$ cat config.mk
export PLATFORM = sky130hd
export DESIGN_NAME = fetch_ctrl
export DESIGN_NICKNAME = d
export VERILOG_FILES = /design/src/rtl/fetch_ctrl.sv
export SDC_FILE = /design/constraint.sdc
export NUM_CORES = 1
export LEC_CHECK = 0
export BUFFER_PORTS_ARGS = -buffer_cell sky130_fd_sc_hd__buf_2
export CAP_MARGIN = 15
export CORE_MARGIN = 2
export CORE_UTILIZATION = 48
export DETAILED_ROUTE_END_ITERATION = 10
export PLACE_DENSITY_LB_ADDON = 0.25
export SETUP_SLACK_MARGIN = 0.1
export SYNTH_ARGS = -nofsm -noshare
export SYNTH_HDL_FRONTEND = slang
export SYNTH_SLANG_ARGS = --single-unit
$ cat constraint.sdc
create_clock -name clk -period 2.1 [get_ports clk]
set_clock_uncertainty 0.1 [all_clocks]
set_input_delay 0.105 -clock clk [delete_from_list [all_inputs] [get_ports clk]]
set_output_delay 0.105 -clock clk [all_outputs]
set_load 0.05 [all_outputs]
$ cat src/rtl/fetch_ctrl.sv
// Instruction fetch control: program counter, instruction register, halt request,
// retired-instruction counter and a sticky flag for illegal stage encodings.
module fetch_ctrl #(
  parameter int unsigned ADDR_W  = 8,
  parameter int unsigned DATA_W  = 16,
  parameter logic [3:0]  HALT_OP = 4'hF
) (
  input  logic              clk,
  input  logic              rst,
  input  logic              waits,
  input  logic              fetcha,
  input  logic              fetchb,
  input  logic              execa,
  input  logic              execb,
  input  logic              load_pc,
  input  logic [ADDR_W-1:0] load_addr,
  input  logic              jump,
  input  logic [ADDR_W-1:0] jump_addr,
  input  logic [DATA_W-1:0] mem_rdata,
  output logic [ADDR_W-1:0] mem_addr,
  output logic              mem_re,
  output logic [ADDR_W-1:0] pc,
  output logic [DATA_W-1:0] ir,
  output logic              halt,
  output logic [15:0]       instr_count,
  output logic              stage_err
);

  localparam int unsigned CNT_W = 16;
  localparam int unsigned OP_W  = 4;
  localparam logic [CNT_W-1:0] CNT_MAX = {CNT_W{1'b1}};

  logic [ADDR_W-1:0] pc_q, pc_d;
  logic [DATA_W-1:0] ir_q, ir_d;
  logic              halt_q, halt_d;
  logic [CNT_W-1:0]  cnt_q, cnt_d;
  logic              err_q, err_d;
  logic              stage_legal;
  logic [OP_W-1:0]   opcode;

  assign stage_legal = $onehot({waits, fetcha, fetchb, execa, execb});
  assign opcode      = ir_q[DATA_W-1 -: OP_W];

  // Next-state: exactly one stage acts per edge; an illegal word freezes everything.
  always_comb begin
    pc_d   = pc_q;
    ir_d   = ir_q;
    halt_d = halt_q;
    cnt_d  = cnt_q;
    err_d  = err_q;
    if (!err_q) begin
      if (!stage_legal) begin
        err_d = 1'b1;
      end else if (waits) begin
        if (load_pc) pc_d = load_addr;
        halt_d = 1'b0;
      end else if (fetchb) begin
        ir_d = mem_rdata;
        pc_d = pc_q + ADDR_W'(1);
      end else if (execa) begin
        if (opcode == HALT_OP) halt_d = 1'b1;
      end else if (execb) begin
        if (jump) pc_d = jump_addr;
        if (cnt_q != CNT_MAX) cnt_d = cnt_q + CNT_W'(1);
      end
    end
  end

  always_ff @(posedge clk or posedge rst) begin
    if (rst) begin
      pc_q   <= '0;
      ir_q   <= '0;
      halt_q <= 1'b0;
      cnt_q  <= '0;
      err_q  <= 1'b0;
    end else begin
      pc_q   <= pc_d;
      ir_q   <= ir_d;
      halt_q <= halt_d;
      cnt_q  <= cnt_d;
      err_q  <= err_d;
    end
  end

  // Read enable follows the stage directly so the memory sees it in fetcha.
  assign mem_re      = fetcha & ~err_q;
  assign mem_addr    = pc_q;
  assign pc          = pc_q;
  assign ir          = ir_q;
  assign halt        = halt_q;
  assign instr_count = cnt_q;
  assign stage_err   = err_q;

endmodule

==> results by group, run 1 <==
Finish
  • Post-route cell area: 3293 um2
  • Share of layout cells above drive strength 1: 0.5138
  • Most frequent cells in the layout: 89 x buf_2, 42 x dfrtp_1, 19 x dlygate4sd3_1
  • Diode count: 0
  • Fillcell total: 304
  • Multi-input logic area: 1190 um2
  • Nets: 370
  • Area grow syn2layout: 50.23%
  • Commonest non-fill, non-tap cell in the layout: buf_2
  • Finished Layout Cells: 377
  • Reg area: 1051 um2
  • Final core utilization: 0.7511

Hold path
  • Worst hold endpoint: mem_addr[3]
  • Hold Crit Class: in2reg
  • Hold Startpoint: jump_addr[3]
  • Hold Path Depth: 3

Timing
  • Final hold vios: 0
  • Measured slew at the worst slew-check pin: between 0.5 and 0.6 ns
  • Final slew viol count: 0
  • Fmax: 437.3 MHz
  • Worst slew margin: 0.6324
  • Setup ws final: -0.1866 ns
  • Setup violators final: 41
  • RSZ-0062 raised after global routing: yes
  • TNS Setup: -4.760 ns
  • Final Hold Slack: between 0.004 and 0.005 ns
  • Minimum clock period: between 2 and 2.5 ns
  • Final worst path period share: 1.089

Die
  • Die area: 5124 um2
  • Starting density of the core: 0.5000
  • IO Pins: 92
  • Row cnt: 24
  • Core Area: 4384 um2
  • DIE HEIGHT: 71.58 um
  • Chip width: 71.58 um

Critical path
  • Worst-path cell chain: buf_8 > inv_8 > fa_1 > fa_2 > inv_2 > ha_4 > nor4_4 > buf_6 > nand2_4 > buf_6 > nor3b_4 > xor2_1
  • Crit-path max cell delay: about 0.48 ns
  • Cell mode on critical path: buf_6
  • Reg2reg end: instr_count[1]
  • Setup crit end kind: flip-flop
  • Buffer and inverter count on the worst path: 5
  • CP Data Arrival Time: ~2.4 ns
  • CP max stage cell: fa_1
  • Worst path top cell family by delay: adder cells
  • Worst Path Required: between 2 and 2.5 ns
  • FF-to-FF Start: instr_count[0]
  • Crit Path Class: in2reg
  • CP startpoint kind: input pin
  • Worst reg2reg setup slack: 0 ns
  • Reg2Reg Depth: 6
  • Worst-path fanout max: 6

GRT
  • Largest net degree at the start of global routing: 23
  • Overflow after GRT: 0
  • Vias in the first global route: between 2000 and 2500
  • First-pass GRT wire length: 9922 um
  • GRT Util Overall: 0.2497
  • Initial antenna violation count: 0

Clock network
  • Clock latency on the worst-skew pair: roughly 0.30 ns
  • Clock Sinks: 42
  • Htree depth: 2
  • CTS max path bufs: 2
  • Worst-path clk slew: 0.08 ns
  • CTS buffer count: 5
  • Clock root cell: clkbuf_8
  • CTS tree: done

Synth
  • Post-synth EDFFs: 0
  • Syn Nets: 245
  • Post-synthesis sequential area ratio: 0.4795
  • Cell Area, Synth: 2192 um2
  • Mapped Avg Cell Area: 11.02 um2
  • Yosys cell types: 39
  • FFs w/ async S/R, synth: 1.000
  • Yosys reg bits: 42
  • Top_reg_cell synth: dfrtp_1
  • Yosys warning count: 0
  • Syn Inst Count: 199

Placement
  • HPWL after detailed placement: 3897 um
  • Dpl ws: -0.6105 ns
  • Placed cell count: 344
  • Area of placed instances: ~2900 um2
  • Global placement routability congestion: 0.8492
  • Port-buffer cells: 91

Drt
  • Antenna viol nets, final: 0
  • First-pass DRT Iterations: 7
  • Wire per inst: 16.39 um
  • DRT iter0 DRCs: approximately 220
  • DRC viols: 1
  • Vias: 2105
  • Vias/cell: around 5.6
  • Total wire length: roughly 6200 um

Status
  • Failing checks: design-rule violations, negative setup slack
  • Outcome: finished with violations

Power and ir drop
  • Leakage: 1.805 nW
  • Design Power: 1.931 mW
  • Pwr/cell area: 586.3 nW/um2
  • Peak supply drop: 0.4007 mV

Run
  • Max cap viols: 0
[state kept, by name (all words and copies together), names as in the netlist]
signal and flops:
stage_err 1, ir 16, mem_addr 8, instr_count 16
halt 1
[final cells by class]
type	instances	share of cell area
clock buffer	7	0.02318
inverter	10	0.01368
clock inverter	1	0.009119
multi-input combinational	135	0.3613
tap	52	0.01976
timing repair buffer	130	0.2538
sequential	42	0.3191
[where the power goes]
| part | internal (mW) | switching (mW) |
|---|---|---|
| Sequential | 0.838 | 0.0342 |
| Combinational | 0.147 | 0.272 |
| Clock | 0.356 | 0.284 |
| Total | 1.34 | 0.590 |
[what timing repair did]
item / in CTS / in global routing
hold buffers: 19 / 0
hold endpoints to repair: 60 / 0
resized for setup: 21 / 9
pin swaps: 9 / 3
buffers inserted: 4 / 1
endpoints found under the setup margin: 41 / 41
gates cloned: 1 / 0
[metal layers]
layer	track usage	vias to the layer above	part of all wire
met1	0.3182	1031	0.40
li1	-	965	-
met2	0.4074	90	0.51
met3	0.06470	19	0.062
met4	0.1006	0	0.024
met5	0	-	0
[worst reg2reg max path: stages (launching register included)]
cell and delay (ns):
dfrtp_1 0.45, ha_1 0.22, nand3_1 0.30, nor4b_4 0.29, buf_4 0.28, nor2_4 0.07, mux2_4 0.29
[cell usage after synthesis (2+ instances only)]
cell type / n / area (um2)
dfrtp_1: 42 / 1051
mux2_2: 17 / 191.4
xor2_1: 15 / 131.4
nor2_1: 14 / 52.55
o21ai_0: 12 / 60.06
inv_1: 9 / 33.78
nand2_1: 9 / 33.78
buf_4: 8 / 60.06
nor3_1: 7 / 35.03
and3_1: 6 / 37.54
nand3_1: 5 / 25.02
nand4_1: 5 / 31.28
nor4_1: 5 / 31.28
a222oi_1: 3 / 30.03
and4_1: 3 / 26.28
buf_2: 3 / 15.01
ha_1: 3 / 37.54
a21oi_1: 2 / 10.01
a221o_1: 2 / 20.02
a221oi_1: 2 / 17.52
a31oi_1: 2 / 12.51
clkbuf_1: 2 / 7.510
fa_1: 2 / 40.04
mux2i_1: 2 / 20.02
nand2b_1: 2 / 12.51
nor3b_1: 2 / 15.01
nor4b_2: 2 / 30.03
o21ai_1: 2 / 10.01
[kinds of logic after synthesis]
kind of cell / count (synthesis) / share of synthesized area
flops: 42 / 0.4795
mux: 19 / 0.09646
xor+xnor: 15 / 0.05993
fa+ha+maj: 5 / 0.03539
compound gates: 28 / 0.08505
simple gates: 67 / 0.1889
buf+inv: 23 / 0.05479
[worst max-delay path by stage]
stage / startpoint / to / slack (ns) / cells past startpoint
2_1_floorplan: execa / mem_addr[2] / -0.43 / 11
3_3_place_gp: execa / mem_addr[3] / -0.53 / 11
3_5_place_dp: execa / mem_addr[3] / -0.61 / 11
4_1_cts: execa / instr_count[14] / -0.16 / 11
5_1_grt: execa / instr_count[14] / -0.27 / 11
6_report: execa / instr_count[2] / -0.19 / 12
Power figures use the tool's default switching activity.
==> run 2: changes to the inputs <==
--- a/config.mk
+++ b/config.mk
@@ -7,11 +7,15 @@
 export LEC_CHECK = 0
 export BUFFER_PORTS_ARGS = -buffer_cell sky130_fd_sc_hd__buf_2
 export CAP_MARGIN = 15
+export CELL_PAD_IN_SITES_DETAIL_PLACEMENT = 1
+export CELL_PAD_IN_SITES_GLOBAL_PLACEMENT = 2
 export CORE_MARGIN = 2
-export CORE_UTILIZATION = 48
+export CORE_UTILIZATION = 28
 export DETAILED_ROUTE_END_ITERATION = 10
 export PLACE_DENSITY_LB_ADDON = 0.25
 export SETUP_SLACK_MARGIN = 0.1
+export SKIP_LAST_GASP = 1
 export SYNTH_ARGS = -nofsm -noshare
 export SYNTH_HDL_FRONTEND = slang
 export SYNTH_SLANG_ARGS = --single-unit
+export TNS_END_PERCENT = 5
==> results by group, run 2 (synthesis results as in run 1) <==
Status
  • Outcome: finished with violations
  • Failing checks: negative setup slack

Clock network
  • Htree depth: 2 (unchanged)
  • Worst-path clk slew: 0.08 ns (about the same)
  • Clock Sinks: 42 (unchanged)
  • Clock latency on the worst-skew pair: 0.30 ns (about the same)
  • Clock root cell: clkbuf_8
  • CTS tree: done
  • CTS max path bufs: 2 (unchanged)
  • CTS buffer count: 5 (unchanged)

Critical path
  • Buffer and inverter count on the worst path: 5 (unchanged)
  • Worst-path fanout max: 3 (-3)
  • Worst Path Required: 2.22 ns (about the same)
  • Worst path top cell family by delay: adder cells
  • Worst-path cell chain: buf_8 > inv_8 > fa_1 > fa_2 > inv_2 > ha_4 > nor4_4 > buf_6 > buf_4 > nand4_1 > nor3_1 > xor2_1
  • Crit-path max cell delay: 0.49 ns (about the same)
  • CP startpoint kind: input pin
  • Setup crit end kind: flip-flop
  • Crit Path Class: in2reg
  • CP Data Arrival Time: 2.48 ns (+0.07 ns)
  • CP max stage cell: fa_1

Finish
  • Area grow syn2layout: 49.32%
  • Diode count: 0 (unchanged)
  • Commonest non-fill, non-tap cell in the layout: buf_2
  • Share of layout cells above drive strength 1: 0.4831 (-0.03077)
  • Nets: 370 (unchanged)
  • Most frequent cells in the layout: 88 x buf_2, 42 x dfrtp_1, 20 x buf_4
  • Final core utilization: 0.4280 (-0.3231)
  • Finished Layout Cells: 427 (+13%)

Timing
  • Minimum clock period: 2.355 ns (+0.06826 ns)
  • Final worst path period share: 1.121 (+0.03251)
  • RSZ-0062 raised after global routing: yes
  • Worst slew margin: 0.5502 (-0.08216)
  • Fmax: 424.7 MHz (-2.9%)
  • Final slew viol count: 0 (unchanged)
  • Measured slew at the worst slew-check pin: 0.6729 ns (+0.1257 ns)
  • Setup violators final: 40 (-2.4%)
  • Final hold vios: 0 (unchanged)
  • Setup ws final: -0.2549 ns (-0.06826 ns)

Power and ir drop
  • Clock network fraction of design power: 0.339 (+0.007)
  • Pwr/cell area: 590.7 nW/um2 (+0.76%)
  • Peak supply drop: 0.4395 mV (+9.7%)
  • Net switching power: 0.5957 mW (+1.0%)
  • Internal power: 1.338 mW (-0.23%)
  • Switching share of total power: 0.3081 (+0.002600)
  • Logic pwr share: 0.212 (-0.005)
  • Share of power burned in registers: 0.450 (-0.002)
  • Leakage: 1.796 nW (-0.50%)

Drt
  • Wire per inst: 14.55 um (-11%)
  • Vias/cell: 4.679 (-16%)
  • Total wire length: 6212 um (+0.55%)
  • Vias: 1998 (-5.1%)
  • Antenna viol nets, final: 0 (unchanged)
  • First-pass DRT Iterations: 4 (-3)
  • DRC viols: 0 (-1)
  • DRT iter0 DRCs: 82 (-63%)

Placement
  • HPWL after detailed placement: 4681 um (+20%)
  • Port-buffer cells: 91 (unchanged)
  • Placed cell count: 397 (+15%)
  • Global placement routability congestion: 0.7312 (-14%)

GRT
  • Initial antenna violation count: 0 (unchanged)
  • First-pass GRT wire length: 9936 um (+0.14%)
  • Largest net degree at the start of global routing: 17 (-26%)
  • GRT Util Overall: 0.1476 (-0.1021)
  • Vias in the first global route: 2060 (unchanged)
  • Overflow after GRT: 0 (unchanged)

Die
  • IO Pins: 92 (unchanged)
  • Die area: 8553 um2 (+67%)
  • Row cnt: 32 (+33%)
  • Starting density of the core: 0.2866 (-0.2134)
  • Chip width: 92.48 um (+29%)
  • DIE HEIGHT: 92.48 um (+29%)
  • Core Area: 7647 um2 (+74%)

Run
  • Max cap viols: 0 (unchanged)

Hold path
  • Hold Crit Class: in2reg
[run 2: changes by cell type in the layout (fill, tap and decap cells not counted), moves of 3 or more]
cell	change
o21ai_0	+11
o21ai_1	-8
nor3_2	-6
nor3_1	+5
buf_4	+4
o21ai_2	-3
[run 2: area by class of cell]
type,instances,area (um2)
Tap cell,102,127.6
Inverter,10,47.55
Fill cell,882,4374
Sequential cell,42,1051
Clock buffer,5,68.82
Clock inverter,3,43.79
Timing Repair Buffer,131,840.8
Multi-Input combinational cell,134,1094
[run 2: path summary, 6_finish.rpt]
check | from | end | slack, ns | cells after the start
max in group asynchronous | rst | stage_err | 1.11 | 4
setup reg to reg | instr_count[0] | instr_count[14] | 0.28 | 5
hold / removal | load_addr[2] | mem_addr[2] | 0.005 | 3
hold reg to reg | instr_count[7] | instr_count[7] | 0.40 | 1
min in group asynchronous | rst | ir[1] | 0.22 | 3
setup / recovery | execa | instr_count[15] | -0.25 | 12
[run 2: timing repair]
action,CTS,global route
endpoints found under the hold margin,27,0
setup buffers,2,3
pin swaps,2,2
resized for setup,12,3
hold buffers,17,0
setup endpoints to repair,40,41
[run 2: per-layer routing]
metal  global-route usage  up-vias  part of all wire
li1                     -      957                 -
met1               0.1908      979              0.43
met2               0.2421       58              0.50
met3              0.04394        4             0.062
met4              0.03731        0            0.0072
met5                    0        -                 0
[run 2: worst reg2reg max path, delay by kind of cell (launching register included)]
family / cells / cell delay (ns)
xor+xnor: 1 / 0.17
fa+ha+maj: 1 / 0.16
flops: 1 / 0.38
simple gates: 3 / 0.93
[run 2: per-stage QoR]
step	area [um2]	setup WS (ns)	power [mW]	TNS (ns)	hold WS (ns)
floorplan	2232	-0.4352	1.157	-12.12	0.1555
global placement	2874	-0.5530	1.264	-18.88	-0.01696
detailed placement	2874	-0.6587	1.270	-20.69	-0.007498
CTS	3237	-0.2307	1.971	-4.885	0.001192
global route	3273	-0.3495	2.042	-10.72	0.02249
finish	3273	-0.2549	1.934	-6.922	0.004796
[run 2: power by group through the flow]
stage               registers [mW]  clock network (mW)  logic [mW]
finish                       0.870               0.655       0.409
global route                 0.876               0.728       0.438
CTS                          0.871               0.687       0.413
detailed placement           0.886                   0       0.383
global placement             0.885                   0       0.379
floorplan                    0.987                   0       0.171
==> run 3: changes to the inputs <==
==> constraint.sdc (replaced) <==
create_clock -name clk -period 2.1 [get_ports clk]
set_clock_uncertainty 0.1 [all_clocks]
set_input_delay 0.42 -clock clk [delete_from_list [all_inputs] [get_ports clk]]
set_output_delay 0.42 -clock clk [all_outputs]
set_load 0.05 [all_outputs]
==> results by group, run 3 (synthesis results as in run 1) <==
Status
  • Outcome: finished with violations
  • Failing checks: negative setup slack

Timing
  • Fmax: 385.9 MHz (-9.1%)
  • RSZ-0062 raised after global routing: yes
  • Setup ws final: -0.4911 ns (-0.2362 ns)
  • Worst slew margin: 0.6302 (+0.07995)
  • Measured slew at the worst slew-check pin: 0.5547 ns (-0.1182 ns)
  • Setup violators final: 41 (+2.5%)
  • Final worst path period share: 1.234 (+0.1125)
  • Minimum clock period: 2.591 ns (+0.2362 ns)
  • Final hold vios: 0 (unchanged)
  • Final slew viol count: 0 (unchanged)

GRT
  • GR Layer Usage met1: 0.1920 (+0.001130)
  • M3 GR Usage: 0.04394 (unchanged)
  • GRT Util Overall: 0.1485 (+0.0008920)
  • Grt peak-use layer: met2
  • Vias in the first global route: 2035 (-1.2%)
  • Initial antenna violation count: 0 (unchanged)
  • Met2 Use GR: 0.2403 (-0.001825)
  • First-pass GRT wire length: 9984 um (+0.48%)
  • Overflow after GRT: 0 (unchanged)
  • Largest net degree at the start of global routing: 17 (unchanged)

Placement
  • Port-buffer cells: 91 (unchanged)
  • Area of placed instances: 2882 um2 (+0.26%)
  • Global placement routability congestion: 0.7527 (+2.9%)
  • HPWL after detailed placement: 4566 um (-2.5%)
  • Placed cell count: 398 (+0.25%)

Finish
  • Share of layout cells above drive strength 1: 0.5097 (+0.02666)
  • Area grow syn2layout: 41.84%
  • Post-route cell area: 3109 um2 (-5.0%)
  • Most frequent cells in the layout: 89 x buf_2, 42 x dfrtp_1, 18 x buf_4
  • Diode count: 0 (unchanged)
  • Reg area: 1051 um2 (unchanged)
  • Nets: 353 (-4.6%)
  • Fillcell total: 884 (+0.23%)
  • Commonest non-fill, non-tap cell in the layout: buf_2
  • Multi-input logic area: 1094 um2 (unchanged)
  • Finished Layout Cells: 410 (-4.0%)

Run
  • Max cap viols: 0 (unchanged)

Drt
  • First-pass DRT Iterations: 5 (+1)
  • Total wire length: 5957 um (-4.1%)
  • DRT iter0 DRCs: 37 (-55%)
  • Vias: 1938 (-3.0%)
  • DRC viols: 0 (unchanged)
  • Antenna viol nets, final: 0 (unchanged)
  • Vias/cell: 4.727 (+1.0%)
  • Wire per inst: 14.53 um (-0.13%)

Critical path
  • CP startpoint kind: input pin
  • Worst path top cell family by delay: adder cells
  • Crit-path max cell delay: 0.49 ns (about the same)
  • Crit Path Class: in2reg
  • Worst-path cell chain: buf_8 > inv_8 > fa_1 > fa_2 > inv_2 > ha_4 > nor4_4 > inv_2 > a221o_1 > buf_4 > o21ai_0 > o21ai_0
  • Worst-path fanout max: 8 (+5)
  • CP max stage cell: fa_1
  • CP Data Arrival Time: 2.67 ns (+0.19 ns)
  • Worst Path Required: 2.18 ns (-0.04 ns)
  • Setup crit end kind: flip-flop
  • Buffer and inverter count on the worst path: 5 (unchanged)

Power and ir drop
  • Pwr/cell area: 617.7 nW/um2 (+4.6%)
  • Leakage: 1.725 nW (-3.9%)
  • Design Power: 1.920 mW (-0.68%)
  • Peak supply drop: 0.3480 mV (-21%)

Clock network
  • CTS max path bufs: 2 (unchanged)
  • Clock Sinks: 42 (unchanged)
  • CTS buffer count: 5 (unchanged)
  • CTS tree: done
  • Worst-path clk slew: 0.09 ns (about the same)
  • Htree depth: 2 (unchanged)
  • Clock root cell: clkbuf_8
  • Clock latency on the worst-skew pair: 0.31 ns (about the same)

Die
  • IO Pins: 92 (unchanged)
  • DIE HEIGHT: 92.48 um (unchanged)
  • Starting density of the core: 0.2866 (unchanged)
  • Core Area: 7647 um2 (unchanged)
  • Chip width: 92.48 um (unchanged)
  • Die area: 8553 um2 (unchanged)
  • Row cnt: 32 (unchanged)

Hold path
  • Hold Crit Class: in2reg
run 3: power by group:
part           internal, mW  switching, mW
logic                 0.124          0.260
registers             0.838         0.0314
clock network         0.357          0.311
run 3: final timing paths:
kind                       depth (start not counted)  slack, ns       startpoint              to
max in group asynchronous                          4       0.82              rst     mem_addr[0]
min in group asynchronous                          3       0.52              rst           ir[1]
max reg2reg                                        5       0.31  instr_count[11]  instr_count[1]
min reg2reg                                        1       0.40   instr_count[7]  instr_count[7]
min                                                2       0.24     mem_rdata[5]           ir[5]
max                                               12      -0.49            execa     mem_addr[5]
run 3: layout make-up:
cell class / count / area share
inverters: 10 / 0.01449
multi-input cells: 134 / 0.3517
clock inverters: 3 / 0.01408
repair buffers: 114 / 0.2185
clock buffers: 5 / 0.02213
well taps: 102 / 0.04105
flip-flops and latches: 42 / 0.3380
run 3: layer usage:
metal | routed length (um) | part of all wire
met5 | 0 | 0
met4 | 75 | 0.013
met3 | 386 | 0.065
met2 | 2852 | 0.48
met1 | 2641 | 0.44
run 3: timing repair:
action                                 4_1_cts  5_1_grt
hold buffers                                 1        0
gates resized for setup                     13        0
pin swaps                                    6        0
endpoints found under the hold margin       12        0
buffers inserted                             3        0
setup endpoints to repair                   41       41
run 3: through the flow:
| stage | TNS (ns) | hold WS [ns] | utilization | worst slack [ns] |
|---|---|---|---|---|
| global placement | -31.97 | 0.3118 | 0.3768 | -0.8595 |
| detailed placement | -33.28 | 0.3143 | 0.3768 | -0.9517 |
| CTS | -16.80 | 0.2199 | 0.4066 | -0.4859 |
| global route | -22.01 | 0.2301 | 0.4066 | -0.6537 |
| floorplan | -25.06 | 0.4705 | - | -0.7502 |
| finish | -17.24 | 0.2352 | 0.4066 | -0.4911 |
